[src/rtl/reg_file_sb.sv]
// reg_file_sb: register file with clocked writes, bypassed reads,
// half-word write modes and a pending-write scoreboard.
module reg_file_sb #(
  parameter int DATA_W   = 16,
  parameter int ADDR_W   = 3,
  parameter int ZERO_REG = 0
) (
  input  logic                   clk,
  input  logic                   rst_n,
  input  logic [ADDR_W-1:0]      rd_addr_a,
  output logic [DATA_W-1:0]      rd_data_a,
  output logic                   busy_a,
  input  logic [ADDR_W-1:0]      rd_addr_b,
  output logic [DATA_W-1:0]      rd_data_b,
  output logic                   busy_b,
  input  logic                   wr_en,
  input  logic [ADDR_W-1:0]      wr_addr,
  input  logic [1:0]             wr_mode,
  input  logic [DATA_W-1:0]      wr_data,
  input  logic                   iss_en,
  input  logic [ADDR_W-1:0]      iss_addr,
  output logic                   iss_stall,
  output logic [(1<<ADDR_W)-1:0] pend_vec
);

  localparam int NUM_REGS = 1 << ADDR_W;
  localparam int H        = DATA_W / 2;
  localparam bit ZR       = (ZERO_REG != 0);

  logic [DATA_W-1:0]   regs [NUM_REGS];
  logic [NUM_REGS-1:0] pend;
  logic                wr_ok;
  logic [DATA_W-1:0]   cur;
  logic [DATA_W-1:0]   merge;
  logic                hit_a;
  logic                hit_b;
  logic                hit_i;
  logic                zero_a;
  logic                zero_b;

  assign wr_ok = wr_en && (wr_mode != 2'b11)
              && !(ZR && (wr_addr == '0));

  assign cur = regs[wr_addr];

  always_comb begin
    merge = cur;
    unique case (wr_mode)
      2'b00: merge = wr_data;
      2'b01: merge = {cur[DATA_W-1:H], wr_data[H-1:0]};
      2'b10: merge = {wr_data[H-1:0], cur[H-1:0]};
      default: merge = cur;
    endcase
  end

  assign hit_a  = wr_ok && (wr_addr == rd_addr_a);
  assign hit_b  = wr_ok && (wr_addr == rd_addr_b);
  assign hit_i  = wr_ok && (wr_addr == iss_addr);
  assign zero_a = ZR && (rd_addr_a == '0);
  assign zero_b = ZR && (rd_addr_b == '0);

  always_comb begin
    rd_data_a = regs[rd_addr_a];
    if (zero_a)     rd_data_a = '0;
    else if (hit_a) rd_data_a = merge;
  end

  always_comb begin
    rd_data_b = regs[rd_addr_b];
    if (zero_b)     rd_data_b = '0;
    else if (hit_b) rd_data_b = merge;
  end

  assign busy_a    = pend[rd_addr_a] && !hit_a && !zero_a;
  assign busy_b    = pend[rd_addr_b] && !hit_b && !zero_b;
  assign iss_stall = iss_en && pend[iss_addr] && !hit_i;
  assign pend_vec  = pend;

  // A new reservation beats a retiring write to the same register
  always_ff @(posedge clk or negedge rst_n) begin
    if (!rst_n) begin
      pend <= '0;
    end else begin
      for (int i = 0; i < NUM_REGS; i++) begin
        if (iss_en && !iss_stall
            && (iss_addr == ADDR_W'(i))
            && !(ZR && i == 0))
          pend[i] <= 1'b1;
        else if (wr_ok && (wr_addr == ADDR_W'(i)))
          pend[i] <= 1'b0;
      end
    end
  end

  always_ff @(posedge clk or negedge rst_n) begin
    if (!rst_n) begin
      for (int i = 0; i < NUM_REGS; i++)
        regs[i] <= '0;
    end else if (wr_ok) begin
      regs[wr_addr] <= merge;
    end
  end

endmodule

[config.mk]
export PLATFORM = sky130hd
export DESIGN_NAME = reg_file_sb
export DESIGN_NICKNAME = d
export VERILOG_FILES = /design/src/rtl/reg_file_sb.sv
export SDC_FILE = /design/constraint.sdc
export NUM_CORES = 1
export LEC_CHECK = 0
export BUFFER_PORTS_ARGS = -buffer_cell sky130_fd_sc_hd__buf_4
export CAP_MARGIN = 20
export CORE_MARGIN = 5
export CORE_UTILIZATION = 35
export CTS_BUF_LIST = sky130_fd_sc_hd__clkbuf_4 sky130_fd_sc_hd__clkbuf_8 sky130_fd_sc_hd__clkbuf_16
export DETAILED_ROUTE_END_ITERATION = 8
export GPL_TIMING_DRIVEN = 0
export PLACE_DENSITY = 0.57
export SLEW_MARGIN = 40
export SYNTH_ARGS = -nofsm -noshare
export SYNTH_HDL_FRONTEND = slang
export SYNTH_SLANG_ARGS = --single-unit
[constraint.sdc]
create_clock -name clk -period 3.2 [get_ports clk]
set_clock_uncertainty 0.15 [all_clocks]
set_input_delay 0.64 -clock clk [delete_from_list [all_inputs] [get_ports clk]]
set_output_delay 0.64 -clock clk [all_outputs]
set_load 0.01 [all_outputs]
==> results.md, run 1 <==
* Io pins at 77
* Total gr overflow at 0
* GRT Overall Usage at 0.241
* Num CTS Buffers at 17
* Reported max-cap violation count at 0
* Share of the synthesized area in the top cell type at 0.371
* Fin area at around 11000 um^2
* Mapped Area at 9170 um^2
* Clock transition at the registers of the reported paths at 70 ps
* Slew @ Worst Pin at 906 ps
* Syn Nets at approximately 920
* Share of cells above drive strength 1 at 0.293
* Total number of yosys warnings at 0
* Cell type contributing the most total cell area after synthesis: dfrtp_1
* Die Ht at approximately 170 um
* Final setup viols at 0
* Syn_area_per_cell at 10.4 um^2
* Starting density of the core at 0.354
* IO Port Bufs at 65
* Critical path arrival at 2410 ps
* HP Class: in -> async
* Detail Placement HPWL at between 20000 and 25000 um
* Total Power at approximately 0.0070 W
* CP delay by family, top: buffers and inverters
* Via count at 8018
* # rows at 59
* CTS Buffer Depth at 2
* Worst VDD drop at 0.294 mV
* Unrepaired setup endpoints after global routing: yes
* Fin crit period at between 3000 and 4000 ps
* Post-CTS Hold Buffers at 0
* Setup crit start: wr_addr[1]
* Die Wd at 172 um
* Via density at 6.07
* Final Util at 0.420
* Largest net degree at the start of global routing at 70
* Vias in the first global route at 8088
* Power Dens Cells at around 640 nW/um^2
* Status: finished clean
* Core ar. at 25900 um^2
* Endpoints failing hold at 0
* Final wirelength at between 30000 and 40000 um
* Total Nets Final at 1007
* Placed instance count at 1285
* First DRT Iteration DRCs at 890
* Worst reg2reg setup slack at 1490 ps
* Period utilisation layout at 1.00
* Synthesis-stage register bit count at 136
* Non-Filler Instances at 1321
* Slowest stage delay, CP at ~330 ps
* Clock sinks at 136
* Later-pin clock latency in the skew report at approximately 440 ps
* Crit path kind: in -> out
* Area growth, synth to finish at 18.8%
* Worst path cell trace: buf_4, buf_4, buf_4, mux2i_1, a21boi_1, o211ai_4, a22oi_1, buf_4
* CTS tree: built
* TNS Setup at 0 ps
* Placed cell area at 10100 um^2
* Reg2reg path depth at 3
* # DRC at 0
* Drt pass-1 iters at 5
* Initial antenna violation count at 1
* Worst Path Required at 2410 ps
* Most frequent CP cell: buf_4
* DRT antenna net count at 0
* Avg WL per Cell at 26.6 um
* Synth unique cells at 41
* Final slew viol count at 0
* H-Tree Depth at 4
* CP Max Fanout at 10
* Fmax at 313 MHz
* Pleak at 4.69 nW
* Sequential area share after synthesis at 0.371
* Crit Reg-Reg Endpoint: pend_vec[0]$_DFFE_PN0P_
* R2R Path Start: pend_vec[3]$_DFFE_PN0P_
* Crit start category: input port
* Critical Path End Type: output port
* Die ar. at 29500 um^2
* CP bufs+invs at 4
* ANT cells at 0
* Clock root buffer master: clkbuf_16
* Global-route wire length before repair at 52000 um
* Placer Congestion at 0.892
* Dominant cells by area after synthesis: dfrtp_1 (37%), mux4_2 (17%), mux2i_1 (8.2%), o21ai_1 (5.4%), nor2_1 (5.0%)
* Mapped Cells at approximately 880
* Slew HR at 0.396
* Crit-path slowest cell: a22oi_1
-- worst max path at each step --
stage	endpoint	slack, ps	cells after the start
6_report	rd_data_a[15]	0.3	8
5_1_grt	rd_data_b[15]	-40	8
4_1_cts	rd_data_a[11]	10	7
3_5_place_dp	rd_data_a[11]	-250	8
3_3_place_gp	rd_data_a[11]	-240	8
2_1_floorplan	rd_data_a[11]	480	6
-- per-layer routing --
layer	vias to the layer above	share of wire	global-route usage
met1	4020	0.40	0.327
met3	94	0.095	0.0524
li1	3439	-	-
met5	-	0.00037	0
met4	2	0.040	0.0971
met2	463	0.46	0.377
-- synthesized netlist by cell type, drive strengths merged --
master	instances
dfrtp	136
nor2	124
nand2	106
o21ai	99
mux2i	75
mux4	70
a21oi	53
buf	52
a22oi	35
mux2	26
clkbuf	21
a31oi	10
nor2b	10
xnor2	9
a21boi	7
inv	6
o211ai	6
o22a	6
a32o	4
and3	4
nand3	4
nand3b	4
o31ai	4
nand4	3
nor4bb	3
nor3b	2
nor4	2
a211o	1
a21bo	1
and2	1
-- worst register-to-register path, cell delays in order (launching register included) --
cell	delay, ps
dfrtp_1	430
mux4_2	500
a211o_1	330
o31ai_1	210
-- cell usage in the layout (no fill, tap or decap), types with 3 or more instances in the layout --
cell / count
nand4_1: 3
o21ai_1: 99
buf_1: 3
a21boi_1: 6
and3_1: 4
nor2_2: 6
clkbuf_16: 17
inv_8: 4
xnor2_1: 9
nand2_1: 105
clkbuf_2: 7
dfrtp_1: 136
buf_2: 20
mux2_2: 20
clkbuf_1: 13
inv_1: 5
nor4bb_1: 3
o31ai_1: 4
nand3_1: 4
o22a_1: 6
inv_6: 8
buf_6: 6
o211ai_4: 6
nor2_1: 117
a32o_1: 4
nor2b_1: 10
mux2i_1: 75
a21oi_1: 51
buf_4: 89
a22oi_1: 30
mux2_1: 6
a22oi_2: 5
clkbuf_4: 3
a31oi_4: 10
mux4_2: 70
-- layout make-up --
cell class | instances | area, um^2
inverters | 6 | 22.5
clock inverters | 15 | 170
plain buffers | 73 | 443
flip-flops and latches | 136 | 3400
well taps | 335 | 419
multi-input cells | 669 | 5460
fillers | 2516 | 15000
clock buffers | 17 | 425
repair buffers | 70 | 553
-- flip-flops by register name, summed over array words and instances (netlist names) --
register and cells:
pend_vec 8, regs 128
-- timing repair --
item,in CTS,in global routing
setup endpoints to repair,33,22
resized for setup,28,8
buffers inserted,4,0
pin swaps,2,3
-- report_power, final --
| part | total (W) | internal (W) | switching (W) |
|---|---|---|---|
| clock network | 0.00206 | 0.00112 | 0.000940 |
| registers | 0.00261 | 0.00215 | 0.000465 |
| logic | 0.00229 | 0.00117 | 0.00112 |
| total | 0.00696 | 0.00444 | 0.00252 |
-- per-stage QoR --
step	worst slack (ps)	hold slack, ps
after global routing	-35.2	46.9
after global placement	-243	359
final	0.307	4.27
after detailed placement	-254	368
after CTS	10.3	21.3
after floorplan	485	194
-- kinds of logic (layout without fill, tap and decap cells) --
kind of cell | count (synthesis) | in the layout | share of synthesized area
multiplexers | 171 | 171 | 0.286
AO/OA/AOI/OAI | 226 | 226 | 0.165
flip-flops | 136 | 136 | 0.371
AND/OR/NAND/NOR | 263 | 263 | 0.122
buffers and inverters | 79 | 181 | 0.0474
XOR/XNOR | 9 | 9 | 0.00860
Power figures use the tool's default switching activity.
==> inputs of run 2 (changes only) <==
Settings changed: SETUP_SLACK_MARGIN set to 0.3.
==> results.md, run 2 (synthesis gave the netlist of run 1 again) <==
* Multi-input logic area at 5640 um^2 (+3.4%)
* # DRC at 0 (unchanged)
* R2R Path Start: regs[95]$_DFFE_PN0P_
* Num CTS Buffers at 17 (unchanged)
* Avg WL per Cell at 26.8 um (+0.87%)
* Worst path cell trace: clkbuf_4, a21boi_4, buf_6, nand4_1, buf_4, buf_6, nor2_1, a22oi_2, buf_4
* Via density at 6.19 (+1.9%)
* Global-route wire length before repair at 53200 um (+2.3%)
* First DRT Iteration DRCs at 1039 (+17%)
* Io pins at 77 (unchanged)
* Slew HR at 0.405 (+0.00932)
* Share of cells above drive strength 1 at 0.362 (+0.0685)
* Sequential share of power at 0.363 (-0.012)
* Reg with most FFs: regs
* Comb pwr share at 0.351 (+0.022)
* Area growth, synth to finish at 29.3%
* Worst setup endpoint: rd_data_a[14]
* Placed cell area at 10100 um^2 (unchanged)
* Clock root buffer master: clkbuf_16
* Status: finished with violations
* Worst Path Required at 2410 ps (about the same)
* ANT cells at 0 (unchanged)
* Sw Share at 0.364 (+0.00176)
* Clock transition at the registers of the reported paths at 70 ps (about the same)
* Reg area at 3400 um^2 (unchanged)
* Crit-path slowest cell: a21boi_4
* DRT antenna net count at 0 (unchanged)
* CTS Buffer Depth at 2 (unchanged)
* Fin area at 11900 um^2 (+8.8%)
* Setup crit start: wr_mode[1]
* Clock Power Share at 0.286 (-0.010)
* Unrepaired setup endpoints after global routing: yes
* Starting density of the core at 0.354 (unchanged)
* Initial antenna violation count at 1 (unchanged)
* Period utilisation layout at 0.914 (-0.0861)
* Crit start category: input port
* Reg2reg path depth at 6 (+3)
* Crit Reg-Reg Endpoint: regs[15]$_DFFE_PN0P_
* Reported max-cap violation count at 0 (unchanged)
* Pint at 0.00459 W (+3.5%)
* Placer Congestion at 0.892 (unchanged)
* Worst Setup Slack post-DPL at -254 ps (unchanged)
* IO Port Bufs at 65 (unchanged)
* Crit path kind: in -> out
* Vias in the first global route at 8429 (+4.2%)
* Largest net degree at the start of global routing at 70 (unchanged)
* CP Max Fanout at 10 (unchanged)
* Non-Filler Instances at 1372 (+3.9%)
* Core ar. at 25900 um^2 (unchanged)
* Pleak at 5.10 nW (+8.7%)
* HP Class: in -> async
* Later-pin clock latency in the skew report at 450 ps (about the same)
* Total Nets Final at 1058 (+5.1%)
* Slew @ Worst Pin at 892 ps (-14.0 ps)
* Sw power at 0.00263 W (+4.3%)
* Endpoints failing hold at 16 (+16)
* Power Dens Cells at 609 nW/um^2 (-4.6%)
* Fmax at 342 MHz (+9.4%)
* Clock sinks at 136 (unchanged)
* Total gr overflow at 0 (unchanged)
* Post-CTS Hold Buffers at 0 (unchanged)
* Filler cells at 2397 (-4.7%)
* Die Wd at 172 um (unchanged)
* Final setup viols at 0 (unchanged)
* Final wirelength at 36800 um (+4.8%)
* Most common cell after layout, fill and taps aside: dfrtp_1
* GRT Overall Usage at 0.246 (+0.00488)
* Slowest stage delay, CP at 240 ps (-90 ps)
* Total Power at 0.00722 W (+3.8%)
* Drt pass-1 iters at 5 (unchanged)
* Via count at 8488 (+5.9%)
* Final slew viol count at 0 (unchanged)
* Die Ht at 172 um (unchanged)
* Die ar. at 29500 um^2 (unchanged)
* Critical Path End Type: output port
* Max reg flops at 128 (unchanged)
* Fin Hold WS at -8.58 ps (-12.8 ps)
* Worst setup margin at 276 ps (+276 ps)
* Detail Placement HPWL at 22900 um (unchanged)
* Most frequent cells in the layout: dfrtp_1 (136), nor2_1 (117), buf_4 (114)
* Critical path arrival at 2130 ps (-280 ps)
* Failing checks: hold timing
* Fin crit period at 2920 ps (-276 ps)
* Placed instance count at 1285 (unchanged)
* # rows at 59 (unchanged)
* Worst reg2reg setup slack at 1370 ps (-120 ps)
* CTS tree: built
* H-Tree Depth at 4 (unchanged)
* Worst VDD drop at 0.301 mV (+2.6%)
-- run 2: critical path, delay by kind of cell --
| family | cells | cell delay [ps] |
|---|---|---|
| and+or+nand+nor | 2 | 270 |
| AOI/OAI and AO/OA | 2 | 340 |
| buffers and inverters | 5 | 870 |
-- run 2: timing repair --
item,CTS,global route
cloned,0,5
pin swaps,21,13
resized for setup,102,47
setup endpoints to repair,34,34
setup buffers,37,13
endpoints found under the hold margin,0,0
-- run 2: cell type report --
class | instances | area share
clock inverters | 15 | 0.0144
plain buffers | 73 | 0.0595
inverters | 6 | 0.00190
clock buffers | 17 | 0.0359
well taps | 335 | 0.0354
flip-flops and latches | 136 | 0.287
repair buffers | 121 | 0.0898
multi-input cells | 669 | 0.476
-- run 2: power groups by stage --
stage | clock network (W) | logic [W] | registers (W)
3_5_place_dp | 0 | 0.00224 | 0.00262
6_report | 0.00207 | 0.00253 | 0.00262
2_1_floorplan | 0 | 0.00153 | 0.00249
3_3_place_gp | 0 | 0.00220 | 0.00259
5_1_grt | 0.00213 | 0.00273 | 0.00267
4_1_cts | 0.00206 | 0.00242 | 0.00259
-- run 2: how the worst min path moves through the flow --
stage,to,cells after the start,startpoint
floorplan,pend_vec[0]$_DFFE_PN0P_,0,rst_n
global placement,regs[5]$_DFFE_PN0P_,2,regs[5]$_DFFE_PN0P_
detailed placement,regs[102]$_DFFE_PN0P_,2,regs[102]$_DFFE_PN0P_
CTS,regs[101]$_DFFE_PN0P_,1,rst_n
global route,regs[21]$_DFFE_PN0P_,1,rst_n
finish,regs[117]$_DFFE_PN0P_,1,rst_n
-- run 2: through the flow --
step / utilization / TNS, ps
after floorplan: - / 0
after global placement: 0.389 / -4540
after detailed placement: 0.391 / -4520
after CTS: 0.441 / 0
after global routing: 0.457 / 0
final: 0.457 / 0
-- run 2: metal layers --
metal  share of wire  track usage
met1            0.40        0.328
met2            0.46        0.386
met3           0.094       0.0540
met4           0.045        0.108
met5         0.00035            0
==> inputs of run 3 (changes only) <==
Settings changed: CORE_UTILIZATION 35 to 30, PLACE_DENSITY 0.57 to 0.52.
==> results.md, run 3 (synthesis gave the netlist of run 1 again) <==
* Placed cell area at 10200 um^2 (+1.0%)
* Via density at 5.79 (-6.4%)
* Fmax at 337 MHz (-1.5%)
* Pleak at 5.11 nW (+0.32%)
* Most frequent cells in the layout: dfrtp_1 (136), buf_4 (115), nor2_1 (115)
* Placed instance count at 1347 (+4.8%)
* CTS tree: built
* Via count at 8287 (-2.4%)
* Placer Congestion at 0.867 (-2.7%)
* Worst Path Required at 2410 ps (about the same)
* Fin area at 12000 um^2 (+1.1%)
* # rows at 64 (+8.5%)
* # DRC at 0 (unchanged)
* HP Class: in -> async
* Num CTS Buffers at 17 (unchanged)
* Sw Share at 0.334 (-0.0301)
* Io pins at 77 (unchanged)
* Pint at 0.00494 W (+7.5%)
* Avg WL per Cell at 26.2 um (-2.2%)
* Max reg flops at 128 (unchanged)
* Final setup viols at 0 (unchanged)
* Non-Filler Instances at 1431 (+4.3%)
* Most common cell after layout, fill and taps aside: dfrtp_1
* Fin crit period at 2970 ps (+44.1 ps)
* IO Port Bufs at 65 (unchanged)
* Sw power at 0.00247 W (-5.9%)
* Starting density of the core at 0.302 (-0.0517)
* Slew HR at 0.394 (-0.0116)
* DRT antenna net count at 0 (unchanged)
* Area growth, synth to finish at 30.8%
* Critical Path End Type: output port
* Comb pwr share at 0.341 (-0.010)
* Largest net degree at the start of global routing at 71 (+1.4%)
* Total gr overflow at 0 (unchanged)
* CTS Buffer Depth at 2 (unchanged)
* Worst Setup Slack post-DPL at -341 ps (-86.9 ps)
* Vias in the first global route at 8424 (-0.059%)
* Share of cells above drive strength 1 at 0.361 (about the same)
* Reg with most FFs: regs
* Die Wd at 185 um (+7.5%)
* Final wirelength at 37500 um (+2.0%)
* Filler cells at 2921 (+22%)
* Clock transition at the registers of the reported paths at 60 ps (about the same)
* Total Nets Final at 1056 (-0.19%)
* Total Power at 0.00741 W (+2.6%)
* GRT Overall Usage at 0.218 (-0.0275)
* Period utilisation layout at 0.928 (+0.0138)
* Drt pass-1 iters at 5 (unchanged)
* Final slew viol count at 0 (unchanged)
* First DRT Iteration DRCs at 911 (-12%)
* Detail Placement HPWL at 23600 um (+2.7%)
* Later-pin clock latency in the skew report at 430 ps (-20 ps)
* Crit path kind: in -> out
* Worst setup margin at 232 ps (-44.1 ps)
* CP Max Fanout at 10 (unchanged)
* ANT cells at 0 (unchanged)
* Sequential share of power at 0.352 (-0.011)
* Clock root buffer master: clkbuf_16
* Status: finished clean
* Clock Power Share at 0.308 (+0.022)
* Post-CTS Hold Buffers at 0 (unchanged)
* Critical path arrival at 2180 ps (+50 ps)
* Initial antenna violation count at 0 (-1)
* Endpoints failing hold at 0 (-16)
* Core ar. at 30300 um^2 (+17%)
* Unrepaired setup endpoints after global routing: yes
* Global-route wire length before repair at 54900 um (+3.2%)
* Power Dens Cells at 618 nW/um^2 (+1.5%)
* Worst VDD drop at 0.373 mV (+24%)
* Clock sinks at 136 (unchanged)
* Die Ht at 185 um (+7.5%)
* Reported max-cap violation count at 0 (unchanged)
* Crit start category: input port
* H-Tree Depth at 4 (unchanged)
* Die ar. at 34200 um^2 (+16%)
* Slew @ Worst Pin at 909 ps (+17.4 ps)
run 3: power by group through the flow:
stage	clock network, W	registers (W)	logic [W]
final	0.00228	0.00261	0.00253
after global routing	0.00236	0.00266	0.00273
after CTS	0.00229	0.00259	0.00244
after detailed placement	0	0.00261	0.00225
after global placement	0	0.00259	0.00221
after floorplan	0	0.00249	0.00153
run 3: timing repair:
| action | 4_1_cts | 5_1_grt |
|---|---|---|
| cloned | 0 | 4 |
| setup buffers | 34 | 13 |
| pin swaps | 22 | 12 |
| gates resized for setup | 112 | 37 |
| endpoints found under the setup margin | 34 | 33 |
run 3: metal layers:
metal  vias to the layer above  share of wire  GRT usage
li1                       3546              -          -
met1                      4181           0.41      0.293
met2                       473           0.47      0.348
met3                        87          0.089     0.0471
met4                         0          0.029     0.0807
met5                         -              0          0
run 3: path summary, 6_finish.rpt:
path                                 startpoint                    to  slack [ps]  depth (start not counted)
hold reg to reg            regs[70]$_DFFE_PN0P_  regs[70]$_DFFE_PN0P_         380                          2
setup / recovery                     wr_addr[1]          rd_data_a[8]         230                          8
min in group clk           regs[70]$_DFFE_PN0P_  regs[70]$_DFFE_PN0P_         380                          2
setup reg to reg           regs[24]$_DFFE_PN0P_  regs[56]$_DFFE_PN0P_        1400                          6
max in group asynchronous                 rst_n  regs[54]$_DFFE_PN0P_        2160                          3
hold / removal                            rst_n  regs[61]$_DFFE_PN0P_          40                          2
run 3: final cells by class:
type / instances / area (um^2) / share of cell area
multi-input cells: 669 / 5650 / 0.471
flip-flops and latches: 136 / 3400 / 0.284
repair buffers: 119 / 1040 / 0.0870
plain buffers: 73 / 704 / 0.0588
clock buffers: 21 / 480 / 0.0401
inverters: 6 / 22.5 / 0.00188
well taps: 396 / 495 / 0.0413
clock inverters: 11 / 193 / 0.0161
run 3: through the flow:
step | hold slack, ps | util | TNS (ps)
after CTS | 50.6 | 0.384 | 0
final | 35.4 | 0.395 | 0
after detailed placement | 370 | 0.337 | -6530
after floorplan | 194 | - | 0
after global placement | 360 | 0.334 | -7050
after global routing | 64.6 | 0.395 | 0
run 3: worst max-delay path: stages:
cell	delay [ps]
buf_6	110
buf_6	210
buf_6	220
mux2i_1	100
a21boi_1	260
o211ai_4	150
a22oi_2	300
buf_4	170
